### src/rtl/instr_fetch_unit.sv
// Prefetch stage: fetches words over a req/ack memory port into a small FIFO of {pc, word}
// and hands them to the datapath; redirects flush the FIFO and restart fetch at the target.
module instr_fetch_unit #(
   parameter int          DEPTH    = 4,
   parameter logic [31:0] RESET_PC = 32'h0000_0000
) (
   input  logic                     clk,
   input  logic                     rst,
   output logic                     mem_req,
   output logic [31:0]              mem_addr,
   input  logic                     mem_ack,
   input  logic [31:0]              mem_rdata,
   input  logic                     redirect,
   input  logic [31:0]              redirect_pc,
   output logic                     inst_valid,
   input  logic                     inst_ready,
   output logic [31:0]              inst,
   output logic [31:0]              inst_pc,
   output logic [31:0]              inst_pc4,
   output logic [$clog2(DEPTH):0]   occupancy
);

   localparam int PW = $clog2(DEPTH);
   localparam int CW = PW + 1;

   typedef enum logic [1:0] {IDLE, REQ, DROP} stateT;

   stateT            state, nextState;
   logic [31:0]      fetchPc, reqAddr, nextReqAddr, newPc;
   logic [PW-1:0]    headPtr, tailPtr;
   logic [CW-1:0]    count, nextCount;
   logic [31:0]      pcMem   [DEPTH];
   logic [31:0]      wordMem [DEPTH];
   logic             doPush, doPop, roomNext;
   logic             unusedPcBits;

   assign unusedPcBits = ^redirect_pc[1:0];
   assign newPc        = {redirect_pc[31:2], 2'b00};

   // A redirect squashes both the push of an acked word and any same-cycle pop.
   assign doPush = (state == REQ) && mem_ack && !redirect;
   assign doPop  = (count != '0) && inst_ready && !redirect;

   always_comb begin
      nextCount = count;
      if (redirect)
         nextCount = '0;
      else if (doPush && !doPop)
         nextCount = count + CW'(1);
      else if (!doPush && doPop)
         nextCount = count - CW'(1);
   end

   assign roomNext = nextCount < CW'(DEPTH);

   always_ff @(posedge clk or negedge rst) begin
      if (!rst)
         state <= IDLE;
      else
         state <= nextState;
   end

   always_comb begin
      nextState   = state;
      nextReqAddr = reqAddr;
      case (state)
         IDLE: begin
            if (redirect) begin
               nextState   = REQ;
               nextReqAddr = newPc;
            end else if (roomNext) begin
               nextState   = REQ;
               nextReqAddr = fetchPc;
            end
         end
         REQ: begin
            if (redirect) begin
               if (mem_ack) begin
                  nextState   = REQ;
                  nextReqAddr = newPc;
               end else begin
                  nextState   = DROP;
               end
            end else if (mem_ack) begin
               if (roomNext) begin
                  nextState   = REQ;
                  nextReqAddr = fetchPc + 32'd4;
               end else begin
                  nextState   = IDLE;
               end
            end
         end
         DROP: begin
            // The stale request stays on the bus until its ack retires it.
            if (mem_ack) begin
               nextState   = REQ;
               nextReqAddr = redirect ? newPc : fetchPc;
            end
         end
         default: nextState = IDLE;
      endcase
   end

   always_comb begin
      mem_req    = (state != IDLE);
      mem_addr   = reqAddr;
      inst_valid = (count != '0);
      inst       = inst_valid ? wordMem[headPtr] : 32'h0;
      inst_pc    = inst_valid ? pcMem[headPtr]   : 32'h0;
      inst_pc4   = inst_pc + 32'd4;
      occupancy  = count;
   end

   always_ff @(posedge clk or negedge rst) begin
      if (!rst) begin
         reqAddr <= RESET_PC;
         fetchPc <= RESET_PC;
         headPtr <= '0;
         tailPtr <= '0;
         count   <= '0;
      end else begin
         reqAddr <= nextReqAddr;
         count   <= nextCount;
         if (redirect) begin
            fetchPc <= newPc;
            headPtr <= '0;
            tailPtr <= '0;
         end else begin
            if (doPush) begin
               fetchPc <= fetchPc + 32'd4;
               tailPtr <= tailPtr + PW'(1);
            end
            if (doPop)
               headPtr <= headPtr + PW'(1);
         end
      end
   end

   always_ff @(posedge clk) begin
      if (doPush) begin
         pcMem[tailPtr]   <= reqAddr;
         wordMem[tailPtr] <= mem_rdata;
      end
   end

endmodule

### config.mk
export PLATFORM = sky130hd
export DESIGN_NAME = instr_fetch_unit
export DESIGN_NICKNAME = d
export VERILOG_FILES = /design/src/rtl/instr_fetch_unit.sv
export SDC_FILE = /design/constraint.sdc
export NUM_CORES = 1
export LEC_CHECK = 0
export BUFFER_PORTS_ARGS = -buffer_cell sky130_fd_sc_hd__buf_2
export CAP_MARGIN = 20
export CORE_MARGIN = 4
export CORE_UTILIZATION = 48
export DETAILED_ROUTE_END_ITERATION = 6
export PLACE_DENSITY = 0.68
export SLEW_MARGIN = 25
export SYNTH_ARGS = -nofsm -noshare
export SYNTH_HDL_FRONTEND = slang
export SYNTH_SLANG_ARGS = --single-unit
### constraint.sdc
create_clock -name clk -period 4.25 [get_ports clk]
set_input_delay 0 -clock clk [delete_from_list [all_inputs] [get_ports clk]]
set_output_delay 0 -clock clk [all_outputs]
set_load 0.1 [all_outputs]
==> impl_metrics.env, run 1 <==
export IMPL_clockRootBuffer="clkbuf_16"
export IMPL_yosys_warnings=0
export IMPL_grt_max_degree=76
export IMPL_grt_pass1_vias=9148
export IMPL_drive_above_1_share_pct=35.5
export IMPL_max_cap_viol_count=0
export IMPL_clock_skew_ps=16.3
export IMPL_ios=202
export IMPL_synthTopCellsByArea="edfxtp_1, dfrtp_1, mux4_2, xnor2_1, mux2_2"
export IMPL_die_width_um=185
export IMPL_avgViaCountPerCell=5.52
export IMPL_grt_pass1_wl_um=52400
export IMPL_cts_tree="done"
export IMPL_maxSlewViolCount=0
export IMPL_htree_levels=2
export IMPL_initial_core_util_pct=48.9
export IMPL_place_hpwl_um=22700
export IMPL_yosys_area_top_type="edfxtp_1"
export IMPL_period_minus_slack_ps=3890
export IMPL_critPathKind="flip-flop to output port"
export IMPL_portBuffers=199
export IMPL_hold_class="input pin to flip-flop"
export IMPL_worstSetupEndpointType="output port"
export IMPL_dr_pass1_iters=5
export IMPL_min_path_cells=3
export IMPL_syn_area_um2=15000
export IMPL_antenna_found_initial=0
export IMPL_nets=1326
export IMPL_area_growth_pct=22.4
export IMPL_rrSetupSlack_ps=1060
export IMPL_cp_arrival_ps=3890
export IMPL_yosysSeqAreaShare_pct=63.3
export IMPL_r2r_cells=10
export IMPL_cts_buffer_depth=3
export IMPL_path_clk_slew_ps=60
export IMPL_status="finished clean"
export IMPL_clock_latency_ps=520
export IMPL_worstSetupStartpointType="flip-flop"
export IMPL_fin_area_um2=18400
export IMPL_synthMostInstantiatedCell="edfxtp_1"
export IMPL_worst_pin_slew_ps=758
export IMPL_synth_top_flop_cell="edfxtp_1"
export IMPL_syn_area_per_cell_um2=15.3
export IMPL_dieHeight_um=185
export IMPL_synth_edff_count=256
export IMPL_rsz0062_at_grt="false"
export IMPL_place_gp_congestion=0.827
export IMPL_fmax_mhz=257
export IMPL_finalCritPeriodShare_pct=91.5
export IMPL_cts_inserted_buffers=35
export IMPL_dr_first_iter_drc_count=702
export IMPL_yosysTopAreaCellShare_pct=51.2
export IMPL_fill_cells=2389
export IMPL_routed_wl_um=34100
export IMPL_cts_sinks=329
export IMPL_core_um2=30700
export IMPL_fp_row_count=64
export IMPL_worstPathMaxFanout=26
export IMPL_synth_commonest_cells="edfxtp_1, dfrtp_1, and2_1, mux4_2, nand2_1"
export IMPL_finalSetupViolCount=0
export IMPL_drc=0
export IMPL_maxSlewHeadroom_pct=49.1
export IMPL_ant_nets=0
export IMPL_hold_viol=0
export IMPL_yosys_register_bits=329
export IMPL_synth_cell_types=64
export IMPL_grt_total_usage_pct=19.7
export IMPL_vias=9204
export IMPL_grt_overflow_total=0
export IMPL_dieArea_um2=34200
export IMPL_placed_area_um2=16700
export IMPL_wl_per_cell_um=20.4
export IMPL_netlist_instances=982
export IMPL_diodes=0
export IMPL_required_ps=4250
export IMPL_syn_num_nets=1060
export IMPL_async_flop_share_pct=22.2
==> area by class of cell <==
type | instances | area [µm²] | area share [%]
repair buffers | 283 | 1870 | 10.1
clock inverters | 16 | 103 | 0.558
well taps | 396 | 495 | 2.69
flip-flops and latches | 329 | 9530 | 51.8
multi-input cells | 576 | 5350 | 29.1
inverters | 23 | 95.1 | 0.517
clock buffers | 44 | 952 | 5.18
==> flip-flops by register name, summed over array words and instances (netlist names) <==
signal / count
fetchPc: 32
headPtr: 2
mem_addr: 32
occupancy: 3
pcMem: 128
state: 2
tailPtr: 2
wordMem: 128
==> stage by stage <==
step / setup TNS, ps / hold WS [ps] / setup slack, ps / std cells / util [%]
floorplan: -1070 / -296 / -578 / 982 / -
global placement: 0 / 215 / 893 / 1542 / 54.3
detailed placement: 0 / 219 / 837 / 1542 / 54.3
CTS: 0 / 29.0 / 282 / 1667 / 59.8
global route: 0 / 41.3 / 86.5 / 1667 / 59.8
finish: 0 / 48.9 / 360 / 1667 / 59.8
==> routing by layer <==
metal,GRT usage (%),wire (µm)
met1,29.0,15500
met2,31.1,15600
met3,3.73,2410
met4,4.26,564
met5,0,0
==> path summary, 6_finish.rpt <==
kind | endpoint | from
max | inst_pc4[17] | headPtr[0]$_DFFE_PN0P_
min | headPtr[0]$_DFFE_PN0P_ | redirect
max reg2reg | mem_addr[6]$_DFFE_PN0P_ | occupancy[1]$_DFFE_PN0P_
min reg2reg | fetchPc[1]$_DFFE_PN0P_ | fetchPc[1]$_DFFE_PN0P_
max in group asynchronous | headPtr[1]$_DFFE_PN0P_ | rst
min in group asynchronous | fetchPc[30]$_DFFE_PN0P_ | rst
==> what timing repair did <==
item,4_1_cts,5_1_grt
buffers inserted,0,0
gates resized for setup,0,0
hold buffers,65,0
hold endpoints to repair,261,0
==> worst max-delay path, stage by stage (launching register included) <==
cell     delay (ps)
dfrtp_4         770
buf_4           470
mux4_2          290
and2_1          210
nand3_1         200
nor4_2          610
nand3_1         220
xnor2_2         140
buf_2           430
==> cells in the final DEF, fill, tap and decap left out, drive strengths merged, types with 9 or more instances in the layout <==
master       Yosys  routed
clkbuf          24      44
dlygate4sd3      0      65
and2            57      57
nand3           32      32
mux4            55      55
ha               9       9
buf             30     218
mux2            66      66
xor2            25      25
nand4           22      22
clkinv           0      10
nor2            46      46
nor3            26      26
o21ai           11      11
xnor2           50      50
dfrtp           73      73
inv             23      23
mux2i           20      20
and3            14      14
nand2           54      54
edfxtp         256     256
a21oi           18      18
==> logic make-up after synthesis <==
kind of cell	count (synthesis)	synth area share [%]
compound gates	70	3.38
xor+xnor	75	4.37
fa+ha+maj	9	0.749
buf+inv	77	2.76
flops	329	63.3
mux	141	15.2
simple gates	281	10.2
Power of run 1 is not shown: default switching activity piles up to over one toggle a cycle in this logic, so the estimate is an artifact.
==> run 2: changes to the inputs <==
--- a/config.mk
+++ b/config.mk
@@ -11,6 +11,7 @@
 export CORE_UTILIZATION = 48
 export DETAILED_ROUTE_END_ITERATION = 6
 export PLACE_DENSITY = 0.68
+export SKIP_CTS_REPAIR_TIMING = 1
 export SLEW_MARGIN = 25
 export SYNTH_ARGS = -nofsm -noshare
 export SYNTH_HDL_FRONTEND = slang
==> constraint.sdc (replaced) <==
create_clock -name clk -period 4.45 [get_ports clk]
set_input_delay 0 -clock clk [delete_from_list [all_inputs] [get_ports clk]]
set_output_delay 0 -clock clk [all_outputs]
set_load 0.1 [all_outputs]
==> run 2 against run 1 <==
Routed wire length is 2.1% lower; clock skew is 4.0 ps lower; sequential cell count is the same; die area stayed put; count of clock-buffer cells in the layout up 3; setup slack better by 39 ps.
==> impl_metrics.env, run 2 (synthesis results as in run 1) <==
export IMPL_status="finished clean"
export IMPL_clockRootBuffer="clkbuf_16"
export IMPL_grt_total_usage_pct=19.0
export IMPL_nets=1319
export IMPL_cts_sinks=329
export IMPL_placed_area_um2=16500
export IMPL_worstSetupEndpointType="output port"
export IMPL_fp_row_count=64
export IMPL_place_hpwl_um=21900
export IMPL_cp_slowest_cell="dfrtp_4"
export IMPL_avgViaCountPerCell=5.45
export IMPL_routed_wl_um=33400
export IMPL_initial_core_util_pct=48.9
export IMPL_cp_cell_sequence="mux4_2 > nand2_8 > clkinvlp_4 > ha_4 > nand2_2 > o22ai_2 > o2111ai_4 > nor3_1 > nand4_1 > xnor2_2 > buf_2"
export IMPL_cts_inserted_buffers=35
export IMPL_wl_per_cell_um=20.1
export IMPL_worst_pin_slew_ps=1020
export IMPL_crit_buf_inv=2
export IMPL_required_ps=4450
export IMPL_grt_util_met1_pct=28.1
export IMPL_worstSetupStartpointType="flip-flop"
export IMPL_max_stage_delay_ps=850
export IMPL_cts_tree="done"
export IMPL_htree_levels=2
export IMPL_grt_max_degree=74
export IMPL_clock_skew_ps=12.3
export IMPL_max_cap_viol_count=0
export IMPL_place_gp_congestion=0.862
export IMPL_finalSetupViolCount=0
export IMPL_dieHeight_um=185
export IMPL_finalCritPeriodShare_pct=91.0
export IMPL_rsz0062_at_grt="false"
export IMPL_ios=202
export IMPL_diodes=0
export IMPL_setup_slack_ps=399
export IMPL_fmax_mhz=247
export IMPL_met2_usage_pct=29.9
export IMPL_drc=0
export IMPL_worstPathMaxFanout=34
export IMPL_period_minus_slack_ps=4050
export IMPL_portBuffers=199
export IMPL_hold_class="input pin to asynchronous set/reset pin"
export IMPL_setup_tns_ps=0
export IMPL_dr_pass1_iters=5
export IMPL_maxSlewHeadroom_pct=32.3
export IMPL_top_regs="pcMem: 128 flops, wordMem: 128 flops"
export IMPL_vias=9064
export IMPL_antenna_found_initial=0
export IMPL_ant_nets=0
export IMPL_critPathKind="flip-flop to output port"
export IMPL_grt_pass1_wl_um=50500
export IMPL_area_growth_pct=21.7
export IMPL_dieArea_um2=34200
export IMPL_grt_overflow_total=0
export IMPL_maxSlewViolCount=0
export IMPL_fin_area_um2=18300
export IMPL_final_util_pct=59.5
export IMPL_die_width_um=185
export IMPL_path_clk_slew_ps=60
export IMPL_clock_latency_ps=510
export IMPL_cp_arrival_ps=4050
export IMPL_mostFrequentLayoutCells="edfxtp_1, buf_2, dfrtp_1"
export IMPL_drive_above_1_share_pct=34.9
export IMPL_grt_pass1_vias=8789
export IMPL_pre_cts_slack_ps=842
export IMPL_dr_first_iter_drc_count=671
export IMPL_cts_buffer_depth=3
export IMPL_core_um2=30700
export IMPL_path_delay_family="simple AND/OR/NAND/NOR gates"
export IMPL_grt_busiest_layer="met2"
export IMPL_final_common_cell="edfxtp_1"
export IMPL_met3_usage_pct=3.22
export IMPL_hold_viol=0
==> run 2: layout make-up <==
type / instances / area (µm²)
timing repair buffer: 276 / 1780
fill: 2396 / 12500
multi-input combinational: 576 / 5310
sequential: 329 / 9530
inverter: 23 / 95.1
clock inverter: 16 / 120
clock buffer: 47 / 962
tap: 396 / 495
==> run 2: path summary, 6_finish.rpt <==
| check | from | end | slack (ps) | cells past startpoint |
|---|---|---|---|---|
| worst max-delay path | headPtr[0]$_DFFE_PN0P_ | inst_pc4[30] | 400 | 11 |
| worst min-delay path | rst | fetchPc[28]$_DFFE_PN0P_ | 60 | 2 |
| worst max register to register | occupancy[1]$_DFFE_PN0P_ | mem_addr[9]$_DFFE_PN0P_ | 1090 | 10 |
| worst min register to register | fetchPc[0]$_DFFE_PN0P_ | fetchPc[0]$_DFFE_PN0P_ | 530 | 1 |
| max in group asynchronous | rst | occupancy[0]$_DFFE_PN0P_ | 3820 | 2 |
| min in group clk | redirect | occupancy[0]$_DFFE_PN0P_ | 80 | 2 |
==> run 2: through the flow <==
stage,hold WS (ps),std cells
5_1_grt,114,1663
3_3_place_gp,212,1534
2_1_floorplan,-296,982
3_5_place_dp,209,1534
4_1_cts,-331,1597
6_report,62.3,1663
==> run 2: worst reg2reg max path: stages, from the launching register on <==
cell and delay [ps]:
dfrtp_4 500, inv_4 80, ha_4 120, nor2b_4 400, inv_2 250, a211oi_2 340, o21a_1 190, nor4_2 70
a211oi_4 650, buf_12 310, mux2_4 340
==> run 2: routing by layer <==
layer / routed length [µm] / vias up
li1: - / 4236
met1: 15300 / 4453
met2: 15100 / 328
met3: 2250 / 47
met4: 688 / 0
met5: 0 / -
Power of run 2 is left out for the same reason.
